$ cat src/rtl/sar_ctrl_nonbinary_seq_pkg.sv
`default_nettype none
// ============================================================================
// Module   : sar_ctrl_pkg
// Brief    : Shared types and constants for the multi-channel non-binary
//            SAR controller (state encoding, redundant weights, limits).
// Revision : 1.0 - initial release
// ============================================================================
package sar_ctrl_pkg;

    typedef enum logic [1:0] {
        ST_IDLE   = 2'd0,
        ST_SAMPLE = 2'd1,
        ST_CONV   = 2'd2,
        ST_DONE   = 2'd3
    } state_e;

    // Redundant DAC weights, index 0 = LSB. Each weight is at most the sum of
    // all lower weights plus one, so a wrong early decision stays recoverable.
    localparam int MAX_STEPS = 12;
    localparam int WEIGHT [0:MAX_STEPS-1] = '{1, 2, 4, 8, 15, 28, 52, 96, 176, 324, 596, 1096};
    localparam int FULL_SCALE = 2398;

    // avg_mode codes above this value are treated as this value (R = 16).
    localparam logic [2:0] AVG_MODE_MAX = 3'd4;

    // Sum of the lowest n weights: the largest code a conversion can produce.
    function automatic int weight_sum(input int n);
        int s;
        s = 0;
        for (int i = 0; i < n; i++) begin
            s += WEIGHT[i];
        end
        return s;
    endfunction

endpackage
`default_nettype wire

$ cat src/rtl/sar_ctrl_nonbinary_seq_if.sv
`default_nettype none
// ============================================================================
// Module   : sar_ctrl_nonbinary_seq_if
// Brief    : Result stream between the SAR controller and the digital side:
//            {channel, code} with valid/ready plus sticky overflow control.
// Revision : 1.0 - initial release
// ============================================================================
interface sar_ctrl_nonbinary_seq_if #(
    parameter int RESULT_BITS = 12,
    parameter int CH_W        = 2
);
    logic [RESULT_BITS-1:0] result_data;
    logic [CH_W-1:0]        result_ch;
    logic                   result_valid;
    logic                   result_ready;
    logic                   overflow;
    logic                   ovf_clear;

    modport master (
        output result_data, result_ch, result_valid, overflow,
        input  result_ready, ovf_clear
    );

    modport slave (
        input  result_data, result_ch, result_valid, overflow,
        output result_ready, ovf_clear
    );
endinterface
`default_nettype wire

$ cat src/rtl/sar_ctrl_nonbinary_seq_result_fifo.sv
`default_nettype none
// ============================================================================
// Module   : sar_result_fifo
// Brief    : 2-entry first-word-fall-through valid/ready buffer. A push into a
//            full buffer is dropped and raises a sticky overflow flag, unless
//            a pop in the same cycle frees a slot.
// Revision : 1.0 - initial release
// ============================================================================
module sar_result_fifo #(
    parameter int WIDTH = 14
) (
    input  wire logic             clk,
    input  wire logic             nrst,
    input  wire logic             push,
    input  wire logic [WIDTH-1:0] push_data,
    input  wire logic             pop_ready,
    input  wire logic             ovf_clear,
    output logic      [WIDTH-1:0] head_data,
    output logic                  head_valid,
    output logic                  overflow
);
    logic [WIDTH-1:0] r_d0;
    logic [WIDTH-1:0] r_d1;
    logic [1:0]       r_cnt;
    logic             r_ovf;
    logic             w_pop;
    logic             w_push_ok;

    assign w_pop     = (r_cnt != 2'd0) && pop_ready;
    assign w_push_ok = push && ((r_cnt != 2'd2) || w_pop);

    // Storage and occupancy; r_d0 is always the head.
    always_ff @(posedge clk or negedge nrst) begin
        if (!nrst) begin
            r_d0  <= '0;
            r_d1  <= '0;
            r_cnt <= 2'd0;
        end else if (w_push_ok && w_pop) begin
            if (r_cnt == 2'd2) begin
                r_d0 <= r_d1;
                r_d1 <= push_data;
            end else begin
                r_d0 <= push_data;
            end
        end else if (w_pop) begin
            r_d0  <= r_d1;
            r_cnt <= r_cnt - 2'd1;
        end else if (w_push_ok) begin
            if (r_cnt == 2'd0) begin
                r_d0 <= push_data;
            end else begin
                r_d1 <= push_data;
            end
            r_cnt <= r_cnt + 2'd1;
        end
    end

    // Sticky drop flag; a clear wins over a same-cycle drop.
    always_ff @(posedge clk or negedge nrst) begin
        if (!nrst) begin
            r_ovf <= 1'b0;
        end else if (ovf_clear) begin
            r_ovf <= 1'b0;
        end else if (push && !w_push_ok) begin
            r_ovf <= 1'b1;
        end
    end

    assign head_data  = r_d0;
    assign head_valid = (r_cnt != 2'd0);
    assign overflow   = r_ovf;
endmodule
`default_nettype wire

$ cat src/rtl/sar_ctrl_nonbinary_seq.sv
`default_nettype none
// ============================================================================
// Module   : sar_ctrl_nonbinary_seq
// Brief    : Multi-channel non-binary SAR ADC controller. Round-robin channel
//            sequencing, redundant-weight accumulation, majority-vote averaging
//            of the trailing LSB steps, buffered {channel, result} output.
// Revision : 1.0 - initial release
// ============================================================================
module sar_ctrl_nonbinary_seq
    import sar_ctrl_pkg::*;
#(
    parameter int DAC_BITS      = 12,
    parameter int RESULT_BITS   = 12,
    parameter int NCH           = 4,
    parameter int CH_W          = 2,
    parameter int AVG_STEPS     = 4,
    parameter int SAMPLE_CYCLES = 2
) (
    input  wire logic                clk,
    input  wire logic                nrst,
    input  wire logic                start,
    input  wire logic                continuous,
    input  wire logic [NCH-1:0]      ch_mask,
    input  wire logic [2:0]          avg_mode,
    input  wire logic                comparator_in,
    output logic                     sample,
    output logic                     nsample,
    output logic                     enable,
    output logic [CH_W-1:0]          ch_sel,
    output logic [DAC_BITS-1:0]      p_switch,
    output logic [DAC_BITS-1:0]      n_switch,
    output logic                     busy,
    output logic                     conv_finished,
    sar_ctrl_nonbinary_seq_if.master res
);
    localparam logic [1:0] c_idle   = ST_IDLE;
    localparam logic [1:0] c_sample = ST_SAMPLE;
    localparam logic [1:0] c_conv   = ST_CONV;
    localparam logic [1:0] c_done   = ST_DONE;

    localparam int             c_k_w    = $clog2(DAC_BITS + 1);
    localparam logic [c_k_w-1:0] c_k_msb  = c_k_w'(DAC_BITS - 1);
    localparam logic [c_k_w-1:0] c_k_avg  = c_k_w'(AVG_STEPS);
    localparam int             c_s_w    = $clog2(SAMPLE_CYCLES + 1);
    localparam logic [c_s_w-1:0] c_s_last = c_s_w'(SAMPLE_CYCLES - 1);

    if ((DAC_BITS < 1) || (DAC_BITS > MAX_STEPS)) begin : g_chk_dac
        $error("DAC_BITS out of range of the weight table");
    end
    if ((AVG_STEPS < 0) || (AVG_STEPS > DAC_BITS)) begin : g_chk_avg
        $error("AVG_STEPS must not exceed DAC_BITS");
    end
    if ((SAMPLE_CYCLES < 1) || (NCH > (1 << CH_W))) begin : g_chk_misc
        $error("SAMPLE_CYCLES must be >= 1 and NCH must fit in CH_W bits");
    end
    if ((weight_sum(DAC_BITS) > ((1 << RESULT_BITS) - 1)) ||
        (weight_sum(MAX_STEPS) != FULL_SCALE)) begin : g_chk_scale
        $error("Weight sum does not fit RESULT_BITS");
    end

    logic [1:0]             r_state;
    logic [c_s_w-1:0]       r_scnt;
    logic [c_k_w-1:0]       r_k;
    logic [4:0]             r_rep;
    logic [4:0]             r_ones;
    logic [RESULT_BITS-1:0] r_acc;
    logic [DAC_BITS-1:0]    r_p;
    logic [DAC_BITS-1:0]    r_n;
    logic [CH_W-1:0]        r_ch;
    logic [NCH-1:0]         r_mask;
    logic [2:0]             r_avg;

    logic [2:0]             w_avg_clamped;
    logic [4:0]             w_len;
    logic [4:0]             w_ones_nx;
    logic                   w_dec;
    logic                   w_step_end;
    logic                   w_next_found;
    logic [CH_W-1:0]        w_next_ch;
    logic                   w_low_found;
    logic [CH_W-1:0]        w_low_ch;
    logic                   w_enter_sample;
    logic [CH_W-1:0]        w_enter_ch;
    logic                   w_relatch;

    // Step length and decision: averaged steps vote, ties resolve to 0.
    assign w_avg_clamped = (avg_mode > AVG_MODE_MAX) ? AVG_MODE_MAX : avg_mode;
    assign w_len         = (r_k < c_k_avg) ? (5'd1 << r_avg) : 5'd1;
    assign w_ones_nx     = r_ones + 5'(comparator_in);
    assign w_dec         = (r_k < c_k_avg) ? (w_ones_nx > (w_len >> 1)) : comparator_in;
    assign w_step_end    = (r_rep == (w_len - 5'd1));

    // Channel search: next set channel above the current one in the latched
    // mask, and the lowest set channel of the live mask for (re)starts.
    always_comb begin
        w_next_found = 1'b0;
        w_next_ch    = '0;
        w_low_found  = 1'b0;
        w_low_ch     = '0;
        for (int i = NCH - 1; i >= 0; i--) begin
            if (r_mask[i] && (CH_W'(i) > r_ch)) begin
                w_next_found = 1'b1;
                w_next_ch    = CH_W'(i);
            end
            if (ch_mask[i]) begin
                w_low_found = 1'b1;
                w_low_ch    = CH_W'(i);
            end
        end
    end

    // Decide whether a new sample phase starts this cycle and on which channel.
    always_comb begin
        w_enter_sample = 1'b0;
        w_enter_ch     = r_ch;
        w_relatch      = 1'b0;
        if ((r_state == c_idle) && start && w_low_found) begin
            w_enter_sample = 1'b1;
            w_enter_ch     = w_low_ch;
            w_relatch      = 1'b1;
        end else if (r_state == c_done) begin
            if (w_next_found) begin
                w_enter_sample = 1'b1;
                w_enter_ch     = w_next_ch;
            end else if (continuous && w_low_found) begin
                w_enter_sample = 1'b1;
                w_enter_ch     = w_low_ch;
                w_relatch      = 1'b1;
            end
        end
    end

    // Main sequencer: sample timing, step walk, switch vectors, accumulator.
    always_ff @(posedge clk or negedge nrst) begin
        if (!nrst) begin
            r_state <= c_idle;
            r_scnt  <= '0;
            r_k     <= '0;
            r_rep   <= '0;
            r_ones  <= '0;
            r_acc   <= '0;
            r_p     <= '0;
            r_n     <= '0;
            r_ch    <= '0;
            r_mask  <= '0;
            r_avg   <= '0;
        end else if (w_enter_sample) begin
            r_state <= c_sample;
            r_ch    <= w_enter_ch;
            r_scnt  <= '0;
            r_avg   <= w_avg_clamped;
            r_p     <= '0;
            r_n     <= '0;
            if (w_relatch) begin
                r_mask <= ch_mask;
            end
        end else begin
            case (r_state)
                c_sample: begin
                    if (r_scnt == c_s_last) begin
                        r_state <= c_conv;
                        r_k     <= c_k_msb;
                        r_rep   <= '0;
                        r_ones  <= '0;
                        r_acc   <= '0;
                    end else begin
                        r_scnt <= r_scnt + 1'b1;
                    end
                end
                c_conv: begin
                    if (w_step_end) begin
                        if (w_dec) begin
                            r_p[r_k] <= 1'b1;
                            r_acc    <= r_acc + RESULT_BITS'(WEIGHT[r_k]);
                        end else begin
                            r_n[r_k] <= 1'b1;
                        end
                        r_rep  <= '0;
                        r_ones <= '0;
                        if (r_k == '0) begin
                            r_state <= c_done;
                        end else begin
                            r_k <= r_k - 1'b1;
                        end
                    end else begin
                        r_rep  <= r_rep + 5'd1;
                        r_ones <= w_ones_nx;
                    end
                end
                c_done:  r_state <= c_idle;
                default: r_state <= c_idle;
            endcase
        end
    end

    sar_result_fifo #(
        .WIDTH (CH_W + RESULT_BITS)
    ) u_fifo (
        .clk        (clk),
        .nrst       (nrst),
        .push       (r_state == c_done),
        .push_data  ({r_ch, r_acc}),
        .pop_ready  (res.result_ready),
        .ovf_clear  (res.ovf_clear),
        .head_data  ({res.result_ch, res.result_data}),
        .head_valid (res.result_valid),
        .overflow   (res.overflow)
    );

    assign sample        = (r_state == c_sample);
    assign nsample       = ~sample;
    assign enable        = (r_state == c_conv);
    assign busy          = (r_state != c_idle);
    assign conv_finished = (r_state == c_done);
    assign ch_sel        = r_ch;
    assign p_switch      = r_p;
    assign n_switch      = r_n;
endmodule
`default_nettype wire

$ cat src/flat_wrapper.sv
// flat-port wrapper written by rule: the top's interface ports become plain ports
module sar_ctrl_nonbinary_seq_flat import sar_ctrl_pkg::*;
#(
    parameter int DAC_BITS      = 12,
    parameter int RESULT_BITS   = 12,
    parameter int NCH           = 4,
    parameter int CH_W          = 2,
    parameter int AVG_STEPS     = 4,
    parameter int SAMPLE_CYCLES = 2
)
  (clk, nrst, start, continuous, ch_mask, avg_mode, comparator_in, sample, nsample, enable, ch_sel, p_switch, n_switch, busy, conv_finished, res_result_data, res_result_ch, res_result_valid, res_overflow, res_result_ready, res_ovf_clear);
  sar_ctrl_nonbinary_seq_if #(.RESULT_BITS(RESULT_BITS), .CH_W(CH_W)) res_i ();
  input  wire logic clk;
  input  wire logic nrst;
  input  wire logic start;
  input  wire logic continuous;
  input  wire logic [NCH-1:0] ch_mask;
  input  wire logic [2:0] avg_mode;
  input  wire logic comparator_in;
  output logic sample;
  output logic nsample;
  output logic enable;
  output logic [CH_W-1:0] ch_sel;
  output logic [DAC_BITS-1:0] p_switch;
  output logic [DAC_BITS-1:0] n_switch;
  output logic busy;
  output logic conv_finished;
  output wire logic [$bits(res_i.result_data)-1:0] res_result_data;
  output wire logic [$bits(res_i.result_ch)-1:0] res_result_ch;
  output wire logic [$bits(res_i.result_valid)-1:0] res_result_valid;
  output wire logic [$bits(res_i.overflow)-1:0] res_overflow;
  input wire logic [$bits(res_i.result_ready)-1:0] res_result_ready;
  input wire logic [$bits(res_i.ovf_clear)-1:0] res_ovf_clear;
  assign res_result_data = res_i.result_data;
  assign res_result_ch = res_i.result_ch;
  assign res_result_valid = res_i.result_valid;
  assign res_overflow = res_i.overflow;
  assign res_i.result_ready = res_result_ready;
  assign res_i.ovf_clear = res_ovf_clear;
  sar_ctrl_nonbinary_seq #(.DAC_BITS(DAC_BITS), .RESULT_BITS(RESULT_BITS), .NCH(NCH), .CH_W(CH_W), .AVG_STEPS(AVG_STEPS), .SAMPLE_CYCLES(SAMPLE_CYCLES)) u_core (.clk(clk), .nrst(nrst), .start(start), .continuous(continuous), .ch_mask(ch_mask), .avg_mode(avg_mode), .comparator_in(comparator_in), .sample(sample), .nsample(nsample), .enable(enable), .ch_sel(ch_sel), .p_switch(p_switch), .n_switch(n_switch), .busy(busy), .conv_finished(conv_finished), .res(res_i));
endmodule
$ cat config.mk
export PLATFORM = sky130hd
export DESIGN_NAME = sar_ctrl_nonbinary_seq_flat
export DESIGN_NICKNAME = d
export VERILOG_FILES = /design/src/rtl/sar_ctrl_nonbinary_seq_pkg.sv /design/src/rtl/sar_ctrl_nonbinary_seq_if.sv /design/src/rtl/sar_ctrl_nonbinary_seq_result_fifo.sv /design/src/rtl/sar_ctrl_nonbinary_seq.sv /design/src/flat_wrapper.sv
export SDC_FILE = /design/constraint.sdc
export NUM_CORES = 1
export LEC_CHECK = 0
export CORE_MARGIN = 4
export CORE_UTILIZATION = 35
export DETAILED_ROUTE_END_ITERATION = 8
export GPL_ROUTABILITY_DRIVEN = 0
export SYNTH_ARGS = -nofsm -noshare
export SYNTH_HDL_FRONTEND = slang
export SYNTH_HIERARCHICAL = 1
export SYNTH_SLANG_ARGS = --single-unit
export TNS_END_PERCENT = 10
$ cat constraint.sdc
create_clock -name clk -period 3.15 [get_ports clk]
set_input_delay 0.4725 -clock clk [delete_from_list [all_inputs] [get_ports clk]]
set_output_delay 0.4725 -clock clk [all_outputs]
set_load 0.05 [all_outputs]
## Word-level counts from Yosys, hierarchy flattened

Memory sizes are Yosys's and may differ from the RTL's.
Index checks and enable logic that the tools add are counted.

- $add $sub $neg: 8
- $lt $le $gt $ge: 10
- Eq/ne operators: 19
- Shifts and indexed selects: 1
- Mux-type cells: 77
- Bitwise logic cells: 6
- Reduce and logical (&&, ||, !) cells: 43

Operators with widths:

| kind | number |
|---|---|
| $mux 12 | 13 |
| $mux 14 | 10 |
| $mux 2 | 21 |
| $or 12x12->12 | 2 |
| $pmux 12 s2 | 1 |
| $reduce_bool 2->1 | 11 |
| $mux 5 | 4 |
| $pmux 5 s2 | 2 |
| $mux 1 | 19 |
| $reduce_and 3->1 | 5 |
| $add 12x12->12 | 1 |
| $logic_and 1x1->1 | 12 |
| $mux 4 | 3 |
| $ne 2x1->1 const B | 5 |
| $ne 2x2->1 const B | 5 |
| $reduce_and 5->1 | 2 |
| $reduce_bool 3->1 | 3 |
| $pmux 4 s2 | 1 |
| $reduce_and 2->1 | 4 |
| $eq 2x2->1 const B | 3 |
| $ne 3x1->1 const B | 2 |
| $add 5x1->5 | 1 |
| $add 5x1->5 const B | 1 |
| $eq 5x5->1 | 1 |
| other kinds (25) | 32 |

- Bits in registers: 94
- ROM bits: 512
- Input bits: 14
- Output and inout bits: 47
- Word-level logic and storage cells: 180
- Memories: 1

Memories:

| memory | words | width | read ports | clocked after Yosys merged registers in | write ports | line | RTL |
|---|---|---|---|---|---|---|---|
| (name not given) | 16 | 32 | 1 | 0 | 0 | sar_ctrl_nonbinary_seq.sv:174 | `r_acc <= r_acc + RESULT_BITS'(WEIGHT[r_k]);` |

## Logic depth before layout (Yosys ltp)

- Depth after elaboration: 11
- Mapped depth: 13
- Mapped depth without buffers: 13

## By module

Netlist, hierarchy kept.

Modules (own cells, without submodules):

| module | instances | cells an instance | area an instance (µm²) | sequential area each (µm²) |
|---|---|---|---|---|
| sar_ctrl_nonbinary_seq | 1 | 443 | 4042.6 | 1551.5 |
| sar_result_fifo | 1 | 134 | 1657.8 | 775.7 |

## Worst setup path before layout

No wires, ideal clock.

- Path type: reg-to-reg
- Start: register u_core.r_k[1]
- End: register u_core.r_acc[10]
- Library setup time: 96 ps
- Arrival time: 2809 ps
- Data required time: 3054 ps
- Setup slack: 245 ps
- Cell stages (with the launch flop): 14
- Buffers on the path: 0
- Clock period less this slack: 2905 ps
- Path through: dfrtp_1 inv_1 ha_1 ha_1 nor2_1 nor2_1 ha_1 fa_1 a211oi_1 o211ai_1 a31o_2 a21oi_1 xor2_1 o31ai_1

- Longest elaborated chain between the ends: 8
- Elaborated cells between the ends (all ways): 17
- Those cells by class: add/sub (2); order compare (2); eq/ne (3); mux (7); bitwise (1); reduce/logical (1); memory (1)

Ends and longest elaborated chain:

| item | line | RTL |
|---|---|---|
| start: declaration | sar_ctrl_nonbinary_seq.sv:63 | `logic [c_k_w-1:0] r_k;` |
| start signal: assignment | sar_ctrl_nonbinary_seq.sv:162 | `r_k <= c_k_msb;` |
| start signal: assignment | sar_ctrl_nonbinary_seq.sv:183 | `r_k <= r_k - 1'b1;` |
| $not 4->5 (implied by the code) | sar_ctrl_nonbinary_seq.sv:174 |  |
| $mem_v2 16x32 | -- |  |
| $mux 12 (implied by the code) (2 in a row) | sar_ctrl_nonbinary_seq.sv:174 |  |
| $add 12x12->12 | sar_ctrl_nonbinary_seq.sv:174 |  |
| $mux 12 | sar_ctrl_nonbinary_seq.sv:172 | `if (w_dec) begin` |
| $mux 12 | sar_ctrl_nonbinary_seq.sv:171 | `if (w_step_end) begin` |
| $pmux 12 s2 | sar_ctrl_nonbinary_seq.sv:158 | `case (r_state)` |
| end signal: assignment | sar_ctrl_nonbinary_seq.sv:174 |  |
| end: declaration | sar_ctrl_nonbinary_seq.sv:66 | `logic [RESULT_BITS-1:0] r_acc;` |

Parallel ways exist; a longest one is shown, timed or not. The select of a mux whose other input is x is not followed.
A chain may end at the register's enable or synchronous reset.

## Worst setup path after layout

Ends and elaborated chain as after synthesis.

==> metrics <==
area occupied by multi-input gates a little over 0.003 mm²; setup TNS 0 ns; setup bufs post-CTS 0; Post-synth EDFFs 0; PnR worst setup slack between 0.15 and 0.2 ns; leakage 2.83 nW; Final Skew about 0.01 ns; slowest cell on the critical path fa_1; # Max-Cap Violations 0; combinational share of power 0.581; most common cell in the synthesized netlist dfrtp_1; r2r startpoint u_core/r_k[1]; Final Non-Filler Cells 854; CTS buffer count 9; Setup crit end kind register; Largest stage delay, worst path 0.45 ns; Clock Latency Late Sink 0.35 ns; Mapped Avg Cell Area 9.88 µm²; # clock sinks 93; Max Root-Sink Buffers 2; I/O pin total 61; Internal Power 3.90 mW; Crit Path Max Fanout 5; H-tree levels 3; Port Buffers 60; DRT iter0 DRCs 285; met1 GRT Util 0.217; Clock power frac 0.133; Post-synth top flop dfrtp_1; gr usage total 0.160; nets@finish roughly 680; Final Hold Vio Count 0; hold crit path type in2async; post-route cell area approximately 0.0068 mm²; gr busiest metal met2; max-slew violations 0; pin count of the biggest net entering global routing 49; area of placed instances 0.00654 mm²; Reg area 0.00233 mm²; Tmin final 2.96 ns; Syn Inst Count ~580; CTS root buf clkbuf_16; HPWL Detailed 10.1 mm; vias 4623; Die W between 100 and 150 µm; first-pass GRT wire length ~24 mm; Ys Warns 6; Async SR Flop Fraction 1.00; kind of critical path reg2reg; FP Rows 46; post-placement setup slack 0.102 ns; switching share of power 0.480; placed cell count approximately 840; post-synth top area cell dfrtp_1; core area 0.0159 mm²; synthesized net count 622; Startpoint Class register; worst slew pin tran 1.11 ns; worst vdd ir 0.665 mV; Finished Core Util 0.427; grt ovf 0; Slew HR 0.262; outcome completed; die height 136 µm; share of layout cells above drive strength 1 0.122; Worst EP arrival between 3 and 4 ns; synthesized area 0.00570 mm²; DRT Pass-1 Iters 5; Cell variety after synth 69; top post-synthesis cells by area dfrtp_1 (41%), ha_1 (6.6%), nand2_1 (4.2%); n_diodes 0; residual DRC count 0; final hold slack around 0.14 ns; most used cell along the critical path ha_1; Fill cells 1496; crit share post-route 0.939; die area between 0.015 and 0.02 mm²; CP startpoint u_core/r_k[1]; vias per cell 5.41; clk slew on worst S/H paths 0.07 ns; initial core utilization 0.358; Yosys top cell area share 0.408; Final ANT Viol Nets 0; CTS tree done; Avg WL per Cell 16.3 µm; Synth top cells by count dfrtp_1 (93), nand2_1 (64), ha_1 (30), inv_1 (30), nor2_1 (30); Worst EP required 3.35 ns; synthesized flop and latch total 93; number of global-route vias before repair 4709; met2 Usage GRT 0.252; antenna violations before repair 0; Final Power 7.50 mW; Power Dens Cells 1100 mW/mm²; Area Growth Syn to Fin 19.5%; RSZ-0062 raised after global routing false; met3 usage 0.0416; crit-path cells inv_1 > ha_1 > ha_1 > nor2_1 > nor2_1 > ha_1 > fa_1 > a211oi_2 > o211ai_1 > a31o_2 > a21oi_1 > xor2_1 > o31ai_1; fmax 0.338 GHz; # setup viols final 0; final wirelength 13.9 mm; sequential area share after synthesis 0.408; Flop pwr share 0.286; P_sw 3.60 mW
-- final cells by class --
type / count / area share
multi-input cells: 419 / 0.449
flip-flops and latches: 93 / 0.342
repair buffers: 81 / 0.115
well taps: 216 / 0.0397
clock buffers: 13 / 0.0367
inverters: 30 / 0.0165
clock inverters: 2 / 0.00147
-- cells by family after synthesis --
family / after synthesis / synth area share
AND/OR/NAND/NOR: 181 / 0.159
buffers and inverters: 65 / 0.0571
AO/OA/AOI/OAI: 157 / 0.218
flip-flops: 93 / 0.408
adder cells (fa/ha/maj): 31 / 0.0694
multiplexers: 35 / 0.0654
XOR/XNOR: 15 / 0.0230
-- registers in the layout (all words and copies together), names as in the netlist, 2 cells and up --
register / cells
u_core/r_ones: 5
u_core/r_rep: 5
u_core/u_fifo/r_cnt: 2
u_core/ch_sel: 2
u_core/r_scnt: 2
u_core/r_acc: 12
u_core/r_state: 2
u_core/n_switch: 12
u_core/r_mask: 3
u_core/u_fifo/r_d1: 14
u_core/r_avg: 3
u_core/u_fifo/head_data: 14
u_core/r_k: 4
u_core/p_switch: 12
-- metal layers --
metal	share of wire	vias to the layer above
li1	-	2233
met1	0.47	2242
met2	0.46	128
met3	0.052	20
met4	0.016	0
met5	0	-
-- path summary, 6_finish.rpt --
| path | to | slack (ns) | cells past startpoint |
|---|---|---|---|
| max in group asynchronous | u_core/p_switch[0] | 2.31 | 2 |
| min | u_core/u_fifo/r_cnt[1] | 0.14 | 1 |
| min in group clk | u_core/n_switch[5] | 0.50 | 2 |
| max reg2reg | u_core/r_acc[10] | 0.19 | 13 |
| min reg2reg | u_core/n_switch[5] | 0.50 | 2 |
| max | u_core/r_acc[10] | 0.19 | 13 |
-- critical path, delay by kind of cell, from the launching register on --
family | cells | cell delay, ns
xor gates and xnor gates | 1 | 0.19
AOI/OAI and AO/OA | 5 | 0.91
DFF | 1 | 0.35
buffers and inverters | 1 | 0.08
and+or+nand+nor | 2 | 0.14
adders and majority gates | 4 | 1.14
-- cell usage in the layout (no fill, tap or decap), types with 7 or more instances in the layout --
master            n
a21o_1            7
a21oi_1          21
a32oi_1          16
buf_4            20
clkbuf_16         9
clkdlybuf4s50_1  59
dfrtp_1          93
ha_1             30
inv_1            30
mux2_2           17
mux2i_1          17
nand2_1          64
nand3_1          24
nor2_1           29
nor2b_1           9
nor3_1           15
o211ai_1          7
o21a_1           13
o21ai_0          27
o221a_1          12
o311ai_2          7
xor2_1           10
-- power by group through the flow --
| stage | clock (mW) | sequential, mW | combinational [mW] |
|---|---|---|---|
| finish | 0.999 | 2.15 | 4.36 |
| global placement | 0 | 2.13 | 4.27 |
| CTS | 1.03 | 2.13 | 4.35 |
| detailed placement | 0 | 2.15 | 4.34 |
| global route | 1.08 | 2.22 | 4.76 |
| floorplan | 0 | 2.79 | 2.44 |
-- timing repair --
action / in CTS / in global routing
resized for setup: 0 / 2
setup endpoints to repair: 0 / 4
hold buffers: 0 / 0
Note: power is estimated with default switching activity, not from simulation.
